### src/rtl/pc_sequencer.sv
// Program-counter sequencer: steps PC through straight-line code, stalls, halts and jump-table branches.
// Optional return-address stack with Call/Ret/Fault when CALL_STACK_EN is defined.
module pc_sequencer #(
  parameter int PC_W     = 12,
  parameter int PTR_W    = 5,
  parameter int PROG_LEN = 256,
  parameter int CYC_W    = 16
) (
  input  logic             Clk,
  input  logic             Reset_n,
  input  logic             Start,
  input  logic             Stall,
  input  logic             Halt,
  input  logic             Branch,
  input  logic [PTR_W-1:0] Jptr_in,
  output logic [PTR_W-1:0] Jptr,
  input  logic [PC_W-1:0]  Jump,
  output logic [PC_W-1:0]  Prog_ctr,
  output logic             Running,
  output logic             Done,
  output logic [CYC_W-1:0] Cycles
`ifdef CALL_STACK_EN
  ,
  input  logic             Call,
  input  logic             Ret,
  output logic             Fault
`endif
);

  typedef enum logic [1:0] {IDLE, RUN, DONE_ST} state_t;

  localparam logic [PC_W-1:0] LAST_PC = PC_W'(PROG_LEN - 1);

  state_t           state, state_nxt;
  logic [PC_W-1:0]  pc, pc_nxt;
  logic [CYC_W-1:0] cyc, cyc_nxt;

`ifdef CALL_STACK_EN
  logic [PC_W-1:0] stack [4];
  logic [2:0]      sp;
  logic [2:0]      sp_dec;
  logic            push, pop, fault_set, fault_q;

  assign sp_dec = sp - 3'd1;
  assign Fault  = fault_q;
`endif

  assign Jptr     = Jptr_in;
  assign Prog_ctr = pc;
  assign Cycles   = cyc;
  assign Running  = (state == RUN);
  assign Done     = (state == DONE_ST);

  always_ff @(posedge Clk or negedge Reset_n) begin
    if (!Reset_n) begin
      state <= IDLE;
      pc    <= '0;
      cyc   <= '0;
    end else begin
      state <= state_nxt;
      pc    <= pc_nxt;
      cyc   <= cyc_nxt;
    end
  end

  always_comb begin
    state_nxt = state;
    pc_nxt    = pc;
    cyc_nxt   = cyc;
`ifdef CALL_STACK_EN
    push      = 1'b0;
    pop       = 1'b0;
    fault_set = 1'b0;
`endif
    if (Start) begin
      state_nxt = RUN;
      pc_nxt    = '0;
      cyc_nxt   = '0;
    end else if (state == RUN) begin
      if (cyc != {CYC_W{1'b1}})
        cyc_nxt = cyc + CYC_W'(1);
      // A stalled cycle drops any Halt/Branch/Call/Ret presented with it.
      if (!Stall) begin
        if (Halt) begin
          state_nxt = DONE_ST;
`ifdef CALL_STACK_EN
        end else if (Call) begin
          if (sp == 3'd4) begin
            fault_set = 1'b1;
            state_nxt = DONE_ST;
          end else begin
            push   = 1'b1;
            pc_nxt = Jump;
          end
        end else if (Ret) begin
          if (sp == 3'd0) begin
            fault_set = 1'b1;
            state_nxt = DONE_ST;
          end else begin
            pop    = 1'b1;
            pc_nxt = stack[sp_dec[1:0]];
          end
`endif
        end else if (Branch) begin
          pc_nxt = Jump;
        end else if (pc == LAST_PC) begin
          state_nxt = DONE_ST;
        end else begin
          pc_nxt = pc + PC_W'(1);
        end
      end
    end
  end

`ifdef CALL_STACK_EN
  always_ff @(posedge Clk or negedge Reset_n) begin
    if (!Reset_n) begin
      sp      <= '0;
      fault_q <= 1'b0;
      for (int i = 0; i < 4; i++) stack[i] <= '0;
    end else if (Start) begin
      sp      <= '0;
      fault_q <= 1'b0;
    end else begin
      if (fault_set) fault_q <= 1'b1;
      if (push) begin
        stack[sp[1:0]] <= pc + PC_W'(1);
        sp             <= sp + 3'd1;
      end else if (pop) begin
        sp <= sp_dec;
      end
    end
  end
`endif

endmodule

### config.mk
export PLATFORM = sky130hd
export DESIGN_NAME = pc_sequencer
export DESIGN_NICKNAME = d
export VERILOG_FILES = /design/src/rtl/pc_sequencer.sv
export SDC_FILE = /design/constraint.sdc
export NUM_CORES = 1
export LEC_CHECK = 0
export CAP_MARGIN = 20
export CORE_ASPECT_RATIO = 0.5
export CORE_MARGIN = 3
export CORE_UTILIZATION = 48
export DETAILED_ROUTE_END_ITERATION = 10
export PLACE_DENSITY = 0.81
export SYNTH_ARGS = -nofsm -noshare
export SYNTH_HDL_FRONTEND = slang
export SYNTH_SLANG_ARGS = --single-unit
### constraint.sdc
create_clock -name Clk -period 2.45 [get_ports Clk]
set_input_delay 0.49 -clock Clk [delete_from_list [all_inputs] [get_ports Clk]]
set_output_delay 0.49 -clock Clk [all_outputs]
set_load 0.01 [all_outputs]
==> results of run 1 <==
## where the power goes
| part | internal, W | total [W] | switching, W |
|---|---|---|---|
| clock network | 0.000227 | 0.000430 | 0.000203 |
| logic | 0.000129 | 0.000245 | 0.000116 |
| registers | 0.000523 | 0.000563 | 0.0000403 |
## layer usage
| layer | track usage, % | part of all wire, % | vias to the layer above |
|---|---|---|---|
| li1 | - | - | 944 |
| met5 | 0 | 0 | - |
| met3 | 5.35 | 5.0 | 11 |
| met2 | 39.4 | 50 | 71 |
| met1 | 27.4 | 44 | 965 |
| met4 | 7.46 | 1.5 | 0 |
## final cells by class
class | count | share of cell area, %
multi-input combinational | 165 | 42.6
sequential | 30 | 28.9
timing repair buffer | 56 | 20.7
clock buffer | 7 | 3.32
tap | 51 | 2.45
inverter | 13 | 1.88
clock inverter | 1 | 0.192
## Yosys cell counts (5+ instances only)
master     n
dfrtp_1   30
a21oi_1   16
nor2_1    16
inv_1     12
and3_1    10
nand2_1   10
o21ai_0    9
clkbuf_1   8
nor3_1     8
o22ai_1    8
nand3_1    7
nor4_1     7
mux2_2     6
o31ai_1    6
buf_4      5
nand4_1    5
nor2b_1    5
## logic make-up after synthesis
logic type,synth area share (%)
AO/OA/AOI/OAI,20.8
adder cells (fa/ha/maj),1.25
flip-flops,37.6
multiplexers,3.89
buffers and inverters,6.84
AND/OR/NAND/NOR,29.6
## through the flow
step                power (W)  area (um2)  hold WS, ns  setup WS (ns)
floorplan            0.000693        1990        0.194          0.602
global placement     0.000808        2510        0.556          0.283
detailed placement   0.000816        2510        0.574          0.214
CTS                   0.00124        2600        0.589          0.333
global route          0.00129        2600        0.618          0.280
finish                0.00124        2600        0.586          0.329
## critical path, stage by stage (launching register included)
cell and delay (ns):
dfrtp_1 0.43, nand2b_4 0.17, inv_2 0.16, clkdlybuf4s50_1 0.58
## worst max path at each step
stage	endpoint	slack (ns)
final	Running	0.33
after global routing	Running	0.28
after CTS	Running	0.33
after detailed placement	Cycles[14]$_DFFE_PN0P_	0.21
after global placement	Prog_ctr[1]$_DFFE_PN0P_	0.28
after floorplan	Prog_ctr[1]$_DFFE_PN0P_	0.60
## flip-flops by register name (all words and copies together), names as in the netlist
| name | count |
|---|---|
| Cycles | 16 |
| Prog_ctr | 12 |
| state | 2 |
==> results.py, run 1 <==
metrics = {
    "yosys": {
        "synth_flop_cell": "dfrtp_1",
        "ys_seq_area_share_pct": 37.6,
        "synth_top_area_cell": "dfrtp_1",
        "syn_area_mm2": 0.00199,
        "synth_edf_count": 0,
        "synthCells": 225,
        "syn_avg_cell_area_um2": 8.86,
        "async_reset_ff_share_pct": 100,
        "synth.distinct_cells": 50,
        "synthTopCellsByArea": "dfrtp_1, a21oi_1, mux2_2",
        "syn_nets": 250,
        "ys_ff_latch": 30,
        "synth_top_area_share_pct": 37.6,
        "yosys_warnings": 0,
    },
    "placement": {
        "hpwl_mm": 3.81,
        "gp_congestion": 0.842,
        "dp_cells": 315,
        "port_buffers": 47,
    },
    "global_route": {
        "grt_start_max_net_pins": 31,
        "antenna_found_initial": 0,
        "grt_pass1_vias": 1969,
        "grt_pass1_wl_mm": 9.10,
        "overflow": 0,
        "grtUsageTotal_pct": 22.3,
    },
    "critical_path": {
        "critPathKind": "reg2out",
        "r2r-end": "Prog_ctr[1]$_DFFE_PN0P_",
        "crit_path_max_fanout": 10,
        "critical_path.endpoint_type": "primary output",
        "reg2reg_depth": 5,
        "crit_required_ns": 1.96,
        "r2r_start": "Prog_ctr[0]$_DFFE_PN0P_",
        "rrSetupSlack_ns": 0.44,
        "crit_start": "state[1]$_DFFE_PN0P_",
        "startpoint_type": "flip-flop",
        "arrival_ns": 1.63,
    },
    "finish": {
        "syn2layout_area_growth_pct": 30.4,
        "final_common_cell": "clkdlybuf4s50_1",
        "ff_latch_area_um2": 751,
        "layout-drive-gt1-share_pct": 12.1,
        "post-route-util_pct": 70.3,
        "instances_no_fill": 323,
        "layout_common_cells": "clkdlybuf4s50_1, dfrtp_1, nor2_1, a21oi_1, inv_1",
        "diodes": 0,
        "final_nets": 296,
        "fillCellCount": 279,
        "multi_input_area_mm2": 0.00111,
    },
    "sta": {
        "rsz0062_at_grt": "false",
        "max_slew.worst_pin.slew_ns": 0.599,
        "fin_skew_ns": 0.00641,
        "period_minus_slack_ns": 2.12,
        "setup_viol": 0,
        "fin_crit_sh_pct": 86.6,
        "finalHoldViolations": 0,
        "timing.setup.tns_ns": 0,
        "relSlewSlack_pct": 59.8,
        "max_freq_mhz": 472,
        "maxSlewViolCount": 0,
    },
    "detailed_routing": {
        "drc_errors": 0,
        "first_pass_iters": 4,
        "ant_nets": 0,
        "vias": 1991,
        "drt_wl_total_mm": 5.25,
        "drt_iter0_markers": 114,
        "drt-vias-per-instance": 6.16,
        "wl_per_cell_um": 16.3,
    },
    "clocking": {
        "clkSlewWorstSetupHoldPaths_ns": 0.07,
        "cts.sinks": 30,
        "cts_tree": "yes",
        "cts_resized": 0,
        "htreeDepth": 2,
        "cts_buffers": 5,
        "cts_hold_buf": 0,
        "clock_path_buffers": 2,
        "clk_latency_ns": 0.29,
        "root_buffer": "clkbuf_8",
        "post_cts_buffers": 0,
    },
    "power": {
        "leakagePower_nw": 1.05,
        "power_density_mw_per_mm2": 476,
        "ir_drop_mv": 0.213,
    },
    "min_path": {
        "min_delay_worst_endpoint": "Cycles[0]$_DFFE_PN0P_",
        "min_path_cells": 1,
        "hold_class": "reg2reg",
        "worstHoldStart": "Cycles[0]$_DFFE_PN0P_",
    },
    "floorplanning": {
        "die_x_um": 97.2,
        "core_mm2": 0.00370,
        "initial_core_util_pct": 53.9,
        "fp.dieArea_mm2": 0.00501,
        "io_pins": 58,
        "die_height_um": 51.6,
        "num_rows": 15,
    },
    "job": {
        "max-cap-violations": 0,
    },
    "status": {
        "status": "finished, final reports clean",
    },
}
No activity file was read; power rests on OpenSTA's default activity.
==> run 2, diff against run 1 <==
Settings changed: ABC_AREA from default to 1, CORE_UTILIZATION 48 to 49, HOLD_SLACK_MARGIN from default to 0.02, PLACE_DENSITY 0.81 to 0.8.
==> run 2 against run 1 <==
Net effect: combinational power rose by 29%; critical endpoint is now Done; final cell count increased by 26%; worst hold slack worse by 0.079 ns; register-to-register slack better by 0.11 ns; non-clock buffer count shrank 5; cell area increased by 5.8%; synthesized cell count up 38%; largest cell class unchanged; largest power group unchanged; clock power shrank 12%; routed wire length rose by 0.91%; fmax grew 10%; global-route usage shrank 1.4 points; critical path type unchanged.
==> results.py, run 2 <==
metrics = {
    "finish": {
        "instances_no_fill": 408,
        "fillCellCount": 373,
        "syn2layout_area_growth_pct": 23.7,
        "layout-drive-gt1-share_pct": 13.6,
        "diodes": 0,
        "final_common_cell": "nand2_1",
        "multi_input_area_mm2": 0.00129,
        "final_nets": 379,
        "layout_common_cells": "nand2_1, clkdlybuf4s50_1, nor2_1",
        "ff_latch_area_um2": 751,
        "largest_reg_flops": 16,
    },
    "yosys": {
        "synth_top_area_cell": "dfrtp_1",
        "syn_avg_cell_area_um2": 7.17,
        "synth.distinct_cells": 32,
        "syn_nets": 335,
        "async_reset_ff_share_pct": 100,
        "synth_flop_cell": "dfrtp_1",
        "synth_edf_count": 0,
        "synth_most_common_cell": "nand2_1",
        "ys_ff_latch": 30,
        "syn_area_mm2": 0.00222,
        "ys_seq_area_share_pct": 33.8,
        "synth_commonest_cells": "nand2_1, nor2_1, dfrtp_1",
        "yosys_warnings": 0,
        "synthTopCellsByArea": "dfrtp_1, nand2_1, nor2_1",
        "synthCells": 310,
        "synth_top_area_share_pct": 33.8,
    },
    "clocking": {
        "htreeDepth": 2,
        "cts_buffers": 5,
        "cts.sinks": 30,
        "cts_hold_buf": 0,
        "clk_latency_ns": 0.28,
        "post_cts_buffers": 0,
        "clkSlewWorstSetupHoldPaths_ns": 0.06,
        "cts_tree": "yes",
        "root_buffer": "clkbuf_8",
        "clock_path_buffers": 2,
        "cts_resized": 0,
    },
    "detailed_routing": {
        "drt_wl_total_mm": 5.30,
        "drt_iter0_markers": 49,
        "ant_nets": 0,
        "wl_per_cell_um": 13.0,
        "drt-vias-per-instance": 5.15,
        "vias": 2103,
        "first_pass_iters": 4,
        "drc_errors": 0,
    },
    "sta": {
        "worst_slack_ns": 0.527,
        "rsz0062_at_grt": "false",
        "setup_viol": 0,
        "period_minus_slack_ns": 1.92,
        "relSlewSlack_pct": 71.3,
        "fin_crit_sh_pct": 78.5,
        "max_freq_mhz": 520,
        "timing.setup.tns_ns": 0,
        "finalHoldViolations": 0,
        "max_slew.worst_pin.slew_ns": 0.429,
        "maxSlewViolCount": 0,
        "fin_skew_ns": 0.00667,
    },
    "status": {
        "status": "finished, final reports clean",
    },
    "critical_path": {
        "critPathKind": "reg2out",
        "rrSetupSlack_ns": 0.55,
        "critical_path.endpoint_type": "primary output",
        "crit_required_ns": 1.96,
        "r2r_start": "Cycles[0]$_DFFE_PN0P_",
        "crit_path_max_fanout": 4,
        "startpoint_type": "flip-flop",
        "crit_start": "state[1]$_DFFE_PN0P_",
        "arrival_ns": 1.43,
    },
    "global_route": {
        "overflow": 0,
        "grt_start_max_net_pins": 31,
        "grt_pass1_vias": 1937,
        "antenna_found_initial": 0,
        "grtUsageTotal_pct": 20.9,
        "grt_pass1_wl_mm": 8.71,
    },
    "floorplanning": {
        "io_pins": 58,
        "initial_core_util_pct": 53.9,
        "die_height_um": 53.6,
        "core_mm2": 0.00412,
        "fp.dieArea_mm2": 0.00543,
        "die_x_um": 101,
        "num_rows": 16,
    },
    "power": {
        "clkPwrFrac_pct": 29.6,
        "power_density_mw_per_mm2": 466,
        "power_frac_comb_pct": 24.5,
        "sw_frac_of_total_pct": 31.6,
        "leakagePower_nw": 1.15,
        "power.internal_w": 0.000877,
        "ir_drop_mv": 0.306,
        "p_switching_w": 0.000405,
        "seqPwrFrac_pct": 45.9,
    },
    "placement": {
        "gp_congestion": 0.851,
        "port_buffers": 47,
        "hpwl_mm": 3.90,
        "dp_cells": 401,
        "pre_cts_ws_ns": 0.362,
    },
    "min_path": {
        "hold_class": "reg2reg",
        "worstHoldStart": "state[0]$_DFFE_PN0P_",
    },
    "job": {
        "max-cap-violations": 0,
    },
}
-- run 2: cell types whose count changed after synthesis, moves of 7 or more --
cell,delta
nand3_1,+15
nor4_1,-7
nand2_1,+99
a21oi_1,-15
o22ai_1,-8
nor2_1,+19
and3_1,-10
nand2_2,+14
nor3_1,-8
o21ai_2,+10
-- run 2: final cells by class --
type	instances	area share, %
Clock buffer	7	2.77
Timing Repair Buffer	51	18.2
Tap cell	54	2.46
Multi-Input combinational cell	248	46.8
Sequential cell	30	27.3
Inverter	18	2.46
-- run 2: logic make-up (layout without fill, tap and decap cells) --
| kind of cell | after synthesis | count (layout) | share of synthesized area (%) |
|---|---|---|---|
| compound gates | 34 | 34 | 11.0 |
| fa+ha+maj | 2 | 2 | 1.13 |
| xor+xnor | 9 | 9 | 3.55 |
| buf+inv | 32 | 76 | 8.27 |
| flops | 30 | 30 | 33.8 |
| simple gates | 203 | 203 | 42.3 |
-- run 2: worst max-delay path, cell delays in order, from the launching register on --
cell	delay, ns
dfrtp_1	0.44
inv_1	0.09
nor2_1	0.09
clkdlybuf4s50_1	0.53
-- run 2: path summary, 6_finish.rpt --
check	depth (start not counted)	to
worst max-delay path	3	Done
worst min-delay path	2	state[0]$_DFFE_PN0P_
worst max register to register	10	Cycles[4]$_DFFE_PN0P_
worst min register to register	2	state[0]$_DFFE_PN0P_
max in group asynchronous	2	Cycles[10]$_DFFE_PN0P_
min in group asynchronous	2	Prog_ctr[11]$_DFFE_PN0P_
-- run 2: stage by stage --
stage                     hold slack [ns]  util, %  total power [W]  cell area, um2
after floorplan                     0.194        -         0.000785            2220
after global placement              0.484     64.9         0.000904            2680
after detailed placement            0.494     64.9         0.000913            2680
after CTS                           0.509     66.7          0.00130            2750
after global routing                0.580     66.7          0.00136            2750
final                               0.508     66.7          0.00128            2750
-- run 2: layer usage --
metal	track usage (%)	up-vias	share of wire (%)
li1	-	1084	-
met1	24.1	962	44
met2	38.4	50	50
met3	4.92	7	4.4
met4	8.17	0	1.3
met5	0	-	0
-- run 2: power by group through the flow --
| stage | Combinational [W] | Clock [W] | Sequential (W) |
|---|---|---|---|
| global route | 0.000351 | 0.000412 | 0.000596 |
| floorplan | 0.000187 | 0 | 0.000598 |
| finish | 0.000315 | 0.000379 | 0.000588 |
| CTS | 0.000318 | 0.000389 | 0.000588 |
| detailed placement | 0.000316 | 0 | 0.000597 |
| global placement | 0.000310 | 0 | 0.000595 |
==> run 3, diff against run 2 <==
Clock period 2.45 ns to 1.9 ns, I/O delays scaled along.
==> run 3 against run 2 <==
Net effect: flip-flop and latch count unchanged; cell area increased by 3.0%; combinational power increased by 37%; final cell count increased by 1.2%; non-clock buffer count increased by 4; clock skew decreased by 0.0013 ns; utilization increased by 2.0 points; critical path depth unchanged; via count increased by 3.3%; total power increased by 41%; register-to-register slack got worse by 0.37 ns; global-route usage decreased by 0.57 points; highest routed layer unchanged.
==> results.py, run 3 (same netlist as run 2, synthesis figures left out) <==
metrics = {
    "placement": {
        "port_buffers": 47,
        "pre_cts_ws_ns": 0.0426,
        "gp_congestion": 0.816,
        "hpwl_mm": 3.88,
    },
    "global_route": {
        "grt_pass1_vias": 1923,
        "grt_start_max_net_pins": 31,
        "grtUsageTotal_pct": 20.3,
        "grt_pass1_wl_mm": 8.67,
        "antenna_found_initial": 0,
        "overflow": 0,
    },
    "sta": {
        "holdWs_ns": 0.481,
        "relSlewSlack_pct": 73.0,
        "max_freq_mhz": 565,
        "max_slew.worst_pin.slew_ns": 0.404,
        "finalHoldViolations": 0,
        "fin_skew_ns": 0.00536,
        "timing.setup.tns_ns": 0,
        "fin_crit_sh_pct": 93.1,
        "worst_slack_ns": 0.130,
        "maxSlewViolCount": 0,
        "period_minus_slack_ns": 1.77,
        "setup_viol": 0,
        "rsz0062_at_grt": "false",
    },
    "floorplanning": {
        "die_x_um": 101,
        "core_mm2": 0.00412,
        "io_pins": 58,
        "die_height_um": 53.6,
        "fp.dieArea_mm2": 0.00543,
        "num_rows": 16,
        "initial_core_util_pct": 53.9,
    },
    "finish": {
        "layout_common_cells": "nand2_1, clkdlybuf4s50_1, nor2_1",
        "largest_reg_flops": 16,
        "diodes": 0,
        "ff_latch_area_um2": 753,
        "syn2layout_area_growth_pct": 27.4,
        "multi_input_area_mm2": 0.00129,
        "final_common_cell": "nand2_1",
        "fillCellCount": 341,
        "final_nets": 383,
        "layout-drive-gt1-share_pct": 16.2,
    },
    "critical_path": {
        "critical_path.endpoint_type": "primary output",
        "crit_required_ns": 1.52,
        "crit_family": "buffers and inverters",
        "rrSetupSlack_ns": 0.18,
        "path_buf_inv": 2,
        "crit_path_max_fanout": 4,
        "cpPeakStageDelay_ns": 0.54,
        "critPathKind": "reg2out",
        "slowest_stage": "clkdlybuf4s50_1",
        "arrival_ns": 1.39,
        "critical_path.cell_chain": "inv_1, nor2_1, clkdlybuf4s50_1",
        "startpoint_type": "flip-flop",
    },
    "detailed_routing": {
        "drt-vias-per-instance": 5.26,
        "drc_errors": 0,
        "wl_per_cell_um": 12.7,
        "vias": 2172,
        "first_pass_iters": 5,
        "drt_iter0_markers": 75,
        "drt_wl_total_mm": 5.25,
        "ant_nets": 0,
    },
    "clocking": {
        "cts_hold_buf": 0,
        "htreeDepth": 2,
        "cts_tree": "yes",
        "clkSlewWorstSetupHoldPaths_ns": 0.07,
        "cts.sinks": 30,
        "clock_path_buffers": 2,
        "root_buffer": "clkbuf_8",
        "cts_buffers": 5,
        "clk_latency_ns": 0.28,
    },
    "power": {
        "power_density_mw_per_mm2": 637,
        "ir_drop_mv": 0.380,
        "leakagePower_nw": 1.18,
    },
    "job": {
        "max-cap-violations": 0,
    },
    "status": {
        "status": "finished, final reports clean",
    },
    "min_path": {
        "hold_class": "in2async",
    },
}
==> run 3: cell types whose count changed in the layout (fill, tap and decap cells not counted), sizes merged <==
cell | previous run | this run
buf | 4 | 8
clkbuf | 7 | 8
==> run 3: what timing repair did <==
action / 4_1_cts / 5_1_grt
buffers inserted: 0 / 0
setup endpoints to repair: 0 / 13
resized for setup: 0 / 3
==> run 3: worst paths after layout <==
path,start,to,cells after the start
min,Reset_n,Prog_ctr[11]$_DFFE_PN0P_,2
max in group asynchronous,Reset_n,state[1]$_DFFE_PN0P_,2
min in group Clk,state[0]$_DFFE_PN0P_,state[0]$_DFFE_PN0P_,2
max reg2reg,Prog_ctr[1]$_DFFE_PN0P_,Prog_ctr[0]$_DFFE_PN0P_,7
max,state[1]$_DFFE_PN0P_,Done,3
min reg2reg,state[0]$_DFFE_PN0P_,state[0]$_DFFE_PN0P_,2
==> run 3: final cells by class <==
class / instances / share of cell area, %
multi-input cells: 248 / 45.6
flip-flops and latches: 30 / 26.6
repair buffers: 55 / 19.2
clock buffers: 8 / 3.89
inverters: 18 / 2.39
well taps: 54 / 2.39
==> run 3: per-stage QoR <==
step	power [W]	cell area (um2)	utilization (%)	cells
detailed placement	0.00120	2720	65.9	405
CTS	0.00181	2830	68.6	413
floorplan	0.00101	2220	-	310
global route	0.00190	2830	68.7	413
global placement	0.00118	2720	65.9	405
finish	0.00180	2830	68.7	413
==> run 3: report_power, final <==
group          switching [W]  internal (W)  total, W
registers          0.0000686      0.000686  0.000755
clock network       0.000251      0.000366  0.000617
logic               0.000221      0.000212  0.000432
total               0.000541       0.00126   0.00180
==> run 3: metal layers <==
| metal | GRT usage [%] | vias up | routed length [um] |
|---|---|---|---|
| met5 | 0 | - | 0 |
| li1 | - | 1085 | - |
| met3 | 4.01 | 9 | 363 |
| met1 | 25.2 | 990 | 2250 |
| met4 | 5.30 | 0 | 59 |
| met2 | 36.9 | 88 | 2580 |
